**config.mk**
```make
export PLATFORM = sky130hd
export DESIGN_NAME = core_branch_bp
export DESIGN_NICKNAME = d
export VERILOG_FILES = /design/src/rtl/core_branch_bp_pkg.sv /design/src/rtl/core_branch_bp_bht.sv /design/src/rtl/core_branch_bp_raw_mask.sv /design/src/rtl/core_branch_bp.sv
export SDC_FILE = /design/constraint.sdc
export NUM_CORES = 1
export LEC_CHECK = 0
export ABC_CLOCK_PERIOD_IN_PS = 11180
export CORE_MARGIN = 2
export CORE_UTILIZATION = 37
export CTS_CLUSTER_DIAMETER = 50
export DETAILED_ROUTE_END_ITERATION = 10
export PLACE_DENSITY = 0.68
export SETUP_SLACK_MARGIN = 0.3
export SYNTH_ARGS = -nofsm -noshare
export SYNTH_HDL_FRONTEND = slang
export SYNTH_SLANG_ARGS = --single-unit
export TNS_END_PERCENT = 5
```
**constraint.sdc**
```tcl
create_clock -name clk -period 11.18 [get_ports clk]
set_input_delay 2.795 -clock clk [delete_from_list [all_inputs] [get_ports clk]]
set_output_delay 2.795 -clock clk [all_outputs]
set_load 0.05 [all_outputs]
```
**src/rtl/core_branch_bp_pkg.sv**
```systemverilog
// core_branch_bp_pkg: condition encodings and predictor counter helpers shared by the branch unit
package core_branch_bp_pkg;
  typedef enum logic [2:0] {
    COND_ALWAYS = 3'd0,
    COND_EQ     = 3'd1,
    COND_NE     = 3'd2,
    COND_LT     = 3'd3,
    COND_GE     = 3'd4,
    COND_LTU    = 3'd5,
    COND_GEU    = 3'd6
  } cond_e;
  localparam logic [1:0] BHT_INIT = 2'b01;
  function automatic logic [1:0] sat_update(input logic [1:0] c, input logic up);
    return up ? (c == 2'b11 ? c : c + 2'b01) : (c == 2'b00 ? c : c - 2'b01);
  endfunction
endpackage

```
**src/rtl/core_branch_bp_bht.sv**
```systemverilog
// core_bht: table of 2-bit saturating counters with a combinational lookup and a registered update
module core_bht
  import core_branch_bp_pkg::*;
#(
  parameter int DEPTH = 16,
  parameter int PC_W  = 31
) (
  input  logic                     clk,
  input  logic                     rst_n,
  input  logic [PC_W-1:0]          lookup_pc,
  output logic                     lookup_taken,
  input  logic                     upd_en,
  input  logic [$clog2(DEPTH)-1:0] upd_idx,
  input  logic                     upd_taken
);
  localparam int IDX_W = $clog2(DEPTH);
  logic [1:0] cnt_q [DEPTH];
  logic [1:0] cnt_d [DEPTH];
  logic unused_pc;
  assign unused_pc = ^lookup_pc[PC_W-1:IDX_W];
  always_comb begin
    cnt_d = cnt_q;
    if (upd_en) cnt_d[upd_idx] = sat_update(cnt_q[upd_idx], upd_taken);
  end
  always_ff @(posedge clk) begin
    if (!rst_n) cnt_q <= '{default: BHT_INIT};
    else cnt_q <= cnt_d;
  end
  // lookup sees the pre-update value when it collides with an update
  assign lookup_taken = cnt_q[lookup_pc[IDX_W-1:0]][1];
endmodule

```
**src/rtl/core_branch_bp_raw_mask.sv**
```systemverilog
// core_raw_mask: OR of two optional one-hot register masks
module core_raw_mask #(
  parameter int NREGS = 16
) (
  input  logic                     a_en,
  input  logic [$clog2(NREGS)-1:0] a_rd,
  input  logic                     b_en,
  input  logic [$clog2(NREGS)-1:0] b_rd,
  output logic [NREGS-1:0]         mask
);
  assign mask = (a_en ? NREGS'(1) << a_rd : '0) | (b_en ? NREGS'(1) << b_rd : '0);
endmodule

```
**src/rtl/core_branch_bp.sv**
```systemverilog
// core_branch_bp: branch resolution with a 2-bit counter predictor, link writeback and RAW masks
module core_branch_bp
  import core_branch_bp_pkg::*;
#(
  parameter int XLEN      = 32,
  parameter int PC_W      = XLEN - 1,
  parameter int OFS_W     = 12,
  parameter int BHT_DEPTH = 16,
  parameter int INSN_HW   = 2,
  parameter int NREGS     = 16
) (
  input  logic                     clk,
  input  logic                     rst_n,
  input  logic                     start,
  input  logic                     wb_stall,
  input  logic [PC_W-1:0]          dec_pc,
  input  logic [OFS_W-1:0]         dec_offset,
  input  logic                     dec_indirect,
  input  logic [2:0]               dec_cond,
  input  logic [$clog2(NREGS)-1:0] dec_rd,
  input  logic                     dec_writeback,
  input  logic                     pred_taken,
  input  logic [XLEN-1:0]          a,
  input  logic [XLEN-1:0]          b,
  input  logic [PC_W-1:0]          lookup_pc,
  output logic                     lookup_taken,
  output logic                     wb_ready,
  output logic [$clog2(NREGS)-1:0] wb_rd,
  output logic [XLEN-1:0]          wb_value,
  output logic [NREGS-1:0]         raw_mask,
  output logic [PC_W-1:0]          target,
  output logic                     redirect,
  output logic                     stall
);
  localparam int RD_W  = $clog2(NREGS);
  localparam int IDX_W = $clog2(BHT_DEPTH);
  typedef struct packed {
    logic            valid;
    logic [RD_W-1:0] rd;
    logic [XLEN-1:0] value;
  } wb_line_t;
  cond_e           cond;
  logic [XLEN:0]   diff;
  logic            eq, lt, ltu, taken, accept;
  logic [PC_W-1:0] fall_through, taken_tgt;
  logic            redirect_q, redirect_d;
  logic [PC_W-1:0] target_q, target_d;
  logic            upd_en_q, upd_en_d, upd_taken_q, upd_taken_d;
  logic [IDX_W-1:0] upd_idx_q, upd_idx_d;
  wb_line_t        hold_q, hold_d, wb_q, wb_d;
  always_comb begin
    cond = cond_e'(dec_cond);
    diff = {1'b0, a} - {1'b0, b};
    eq = a == b;
    ltu = diff[XLEN];
    lt = diff[XLEN-1] ^ ((a[XLEN-1] ^ b[XLEN-1]) & (a[XLEN-1] ^ diff[XLEN-1]));
    taken = cond == COND_ALWAYS ? 1'b1 :
            cond == COND_EQ     ? eq :
            cond == COND_NE     ? !eq :
            cond == COND_LT     ? lt :
            cond == COND_GE     ? !lt :
            cond == COND_LTU    ? ltu :
            cond == COND_GEU    ? !ltu : 1'b0;
    fall_through = dec_pc + PC_W'(INSN_HW);
    taken_tgt = dec_indirect ? PC_W'(a[XLEN-1:1])
                             : dec_pc + {{(PC_W-OFS_W){dec_offset[OFS_W-1]}}, dec_offset};
    // a branch arriving while a redirect is out is on the flushed path
    accept = start && !redirect_q;
    redirect_d = accept && (taken != pred_taken || dec_indirect);
    target_d = redirect_d ? (taken ? taken_tgt : fall_through) : target_q;
    upd_en_d = accept;
    upd_idx_d = dec_pc[IDX_W-1:0];
    upd_taken_d = taken;
    hold_d = hold_q;
    wb_d = wb_q;
    if (!wb_stall) begin
      hold_d.valid = accept && dec_writeback;
      hold_d.rd = dec_rd;
      hold_d.value = XLEN'({fall_through, 1'b0});
      wb_d = hold_q;
    end
  end
  always_ff @(posedge clk) begin
    if (!rst_n) begin
      redirect_q <= 1'b1;
      target_q <= '0;
      upd_en_q <= 1'b0;
      upd_idx_q <= '0;
      upd_taken_q <= 1'b0;
      hold_q <= '0;
      wb_q <= '0;
    end else begin
      redirect_q <= redirect_d;
      target_q <= target_d;
      upd_en_q <= upd_en_d;
      upd_idx_q <= upd_idx_d;
      upd_taken_q <= upd_taken_d;
      hold_q <= hold_d;
      wb_q <= wb_d;
    end
  end
  core_bht #(.DEPTH(BHT_DEPTH), .PC_W(PC_W)) u_bht (
    .clk         (clk),
    .rst_n       (rst_n),
    .lookup_pc   (lookup_pc),
    .lookup_taken(lookup_taken),
    .upd_en      (upd_en_q),
    .upd_idx     (upd_idx_q),
    .upd_taken   (upd_taken_q)
  );
  core_raw_mask #(.NREGS(NREGS)) u_raw (
    .a_en(start && dec_writeback),
    .a_rd(dec_rd),
    .b_en(hold_q.valid),
    .b_rd(hold_q.rd),
    .mask(raw_mask)
  );
  assign redirect = redirect_q;
  assign target = target_q;
  assign stall = start || redirect_q;
  assign wb_ready = wb_q.valid;
  assign wb_rd = wb_q.rd;
  assign wb_value = wb_q.value;
endmodule

```
==> metrics.cfg <==
[timing]
final-max-slew-violation-count=0
finalWorstPathRequiredPeriod_ns=7.98
unrepaired_setup_endpoints_after_global_routing=false
layout_worst_path_cycle_share_pct=71.4
timing.final.hold_violations=0
setup_slack_ns=3.20
max_freq_mhz=125
max_slew_margin_pct=24.1
worst-slew-pin-transition_ns=1.14
finClkSkew_ns=0.0130
setup_tns_ns=0
setup_violations=0

[route]
routed_wirelength_mm=27.6
via_per_inst=5.29
detail_route.wl_per_cell_um=16.4
routed-via-count=8883
drt-pass1-iter-count=5
drtAntennaViolNets=0
drtIter0Drc=739
drc=0

[worst_setup_path]
count_of_buffer_and_inverter_cells_on_the_critical_path=2
rr_endpoint=u_bht.cnt_q[6]$_SDFFE_PN1P_
timing.setup.critical_path_class=primary input to output pin
critical-path-top-delay-family=buffers and inverters
timing.critical_path.cells=clkdlybuf4s50_1, mux4_2, mux4_2, clkdlybuf4s50_1
critical_path.slowest_cell=clkdlybuf4s50_1
largest_fanout_of_any_net_on_the_critical_path=4
timing.critical_path.to_type=output pin
cp_slowest_stage_delay_ns=0.71
reg2reg_slack_ns=8.22
data_required_time_of_the_worst_path_ns=8.39
timing.rr.start=upd_idx_q[0]$_SDFF_PN0_
crit_path_start_kind=primary input
timing.reg2reg.worst_path_depth=5
critPathArrivalTime_ns=5.19

[synthesis]
netlist_instances=1150
synthesis.area_per_instance_um2=8.66
synth_async_sr_flop_share_pct=0
synth_area_leader_cell=dfxtp_1
synth_enable_flop_cells=0
top_cells_by_area_in_the_synthesized_netlist=dfxtp_1 (29%), mux2i_1 (8.3%), ha_1 (7.9%)
synth_cell_types=66
synth_seq_area_share_pct=28.5
synth_nets=1367
synth_seq_cells=142
yosys_warning_total=0
synth_area_mm2=0.00996
synth_top_flop_cell=dfxtp_1
synth_top_cell_area_share_pct=28.5

[clock_tree]
tritoncts.num_buffers=17
cts_buffer_depth=2
clk_latency_ns=0.42
cts.clk_slew.worst_paths_ns=0.06
cts-resized-gates=0
cts.sinks=142
ctsRootBufferMaster=clkbuf_16
post_cts.repair.setup_buffers=0
ctsHoldBuffers=0
cts_htree_levels=4
clock_tree_from_tritoncts=built

[pwr]
vdd_drop_max_mv=0.0997
leakage_power_figure_nw=5.19
power.net_switching_mw=0.486
p_per_area_mw_per_mm2=120
power_frac_seq_pct=35.9
internal_power_mw=1.05
share_comb_of_total_power_pct=27.3
power_frac_clock_pct=36.9
netSwitchingFraction_pct=31.7

[finish]
fillCellCount=2539
finalNetCount=1542
layout-area-overhead-vs-synth_pct=28.7
most-common-layout-cells=clkdlybuf4s50_1 (207), dfxtp_1 (142), nand2_1 (101)
most_common_cell_after_layout_fill_and_taps_aside=clkdlybuf4s50_1
antenna_diode_count=0
drive_above_1_share_pct=7.40

[grt]
first_pass_grt_wire_length_mm=43.8
grt_antenna_before_repair=0
grt_residual_overflow=0
first_global_vias=8395
grt_use_total_pct=19.4
grt_max_degree=79

[placed_design]
portBuffers=210
pre_cts_ws_ns=3.18
gp_routability_congestion=0.935
hpwl_mm=21.1

[floorplanning]
floorplan.initialDensity_pct=37.3
chipWidth_um=168
design.die.area_mm2=0.0283
chipHeight_um=168
fp-row-count=60
design.core.area_mm2=0.0267
floorplan.io_pins=239

[flow_run]
max-cap-violations=0

[hold_path]
min_path_cells=2
worst_hold_end=target[23]$_SDFFE_PN0P_
worstHoldPathType=flip-flop to flip-flop
worst_min_path_start=target[23]$_SDFFE_PN0P_

[status]
run_status=completed

==> area by class of cell <==
cell class,count,area [um^2],share of cell area [%]
tap,341,427,3.33
clock buffer,18,429,3.35
inverter,50,188,1.46
sequential,142,2840,22.2
clock inverter,14,155,1.21
multi-input combinational,900,6660,51.9
timing repair buffer,214,2120,16.6
==> cells by family (layout without fill, tap and decap cells) <==
logic type,Yosys count,after routing,synth area share (%)
other,1,1,0.0376
AND/OR/NAND/NOR,397,397,22.2
flip-flops,142,142,28.5
AO/OA/AOI/OAI,280,280,19.3
adder cells (fa/ha/maj),67,67,8.51
multiplexers,101,101,12.1
buffers and inverters,108,296,4.68
XOR/XNOR,54,54,4.75
==> per-stage QoR <==
step	power (mW)	hold slack (ns)	utilization [%]	cells	area (um^2)
final	1.53	0.464	48.0	1679	12800
after floorplan	0.839	0.435	-	1150	9960
after CTS	1.55	0.467	48.0	1679	12800
after global placement	0.971	0.447	45.8	1647	12200
after detailed placement	0.977	0.459	45.8	1647	12200
after global routing	1.61	0.496	48.0	1679	12800
==> synth_stat cells, types with 29 or more instances <==
| master | n |
|---|---|
| a21o_1 | 29 |
| dfxtp_1 | 142 |
| inv_1 | 50 |
| nor2_1 | 46 |
| and2_1 | 29 |
| nor2b_1 | 67 |
| ha_1 | 63 |
| o21ai_0 | 63 |
| xor2_1 | 32 |
| nand3_1 | 38 |
| o211ai_1 | 31 |
| mux2i_1 | 83 |
| nand2b_1 | 33 |
| clkbuf_1 | 39 |
| nand2_1 | 101 |
| a21oi_1 | 46 |
==> worst reg2reg max path, delay by kind of cell, from the launching register on <==
family	cells	cell delay, ns
fa+ha+maj	1	0.62
flops	1	0.78
simple gates	1	0.07
mux	3	1.36
==> power by group through the flow <==
stage | Sequential (mW) | Combinational (mW) | Clock, mW
after floorplan | 0.607 | 0.233 | 0
after global placement | 0.561 | 0.410 | 0
after detailed placement | 0.562 | 0.416 | 0
after CTS | 0.550 | 0.417 | 0.582
after global routing | 0.553 | 0.453 | 0.605
final | 0.550 | 0.418 | 0.565
==> worst max-delay path by stage <==
| stage | startpoint | to | slack (ns) | cells past startpoint |
|---|---|---|---|---|
| floorplan | dec_rd[3] | raw_mask[6] | 4.34 | 3 |
| global placement | lookup_pc[0] | lookup_taken | 3.19 | 4 |
| detailed placement | lookup_pc[0] | lookup_taken | 3.18 | 4 |
| CTS | lookup_pc[0] | lookup_taken | 3.17 | 4 |
| global route | lookup_pc[0] | lookup_taken | 3.11 | 4 |
| finish | lookup_pc[0] | lookup_taken | 3.20 | 4 |
==> routing by layer <==
metal | track usage (%) | vias up | part of all wire, %
met5 | 0 | - | 0
li1 | - | 4459 | -
met3 | 3.46 | 33 | 5.2
met2 | 29.9 | 283 | 44
met1 | 27.5 | 4108 | 49
met4 | 6.26 | 0 | 2.0
==> sequential cells by signal (all words and copies together), names as in the netlist <==
signal and cells:
wb_ready 1, wb_value 31, redirect 1, upd_en_q 1, hold_q 36, wb_rd 4, target 31, u_bht.cnt_q 32
upd_taken_q 1, upd_idx_q 4
No activity file was read; power rests on OpenSTA's default activity.
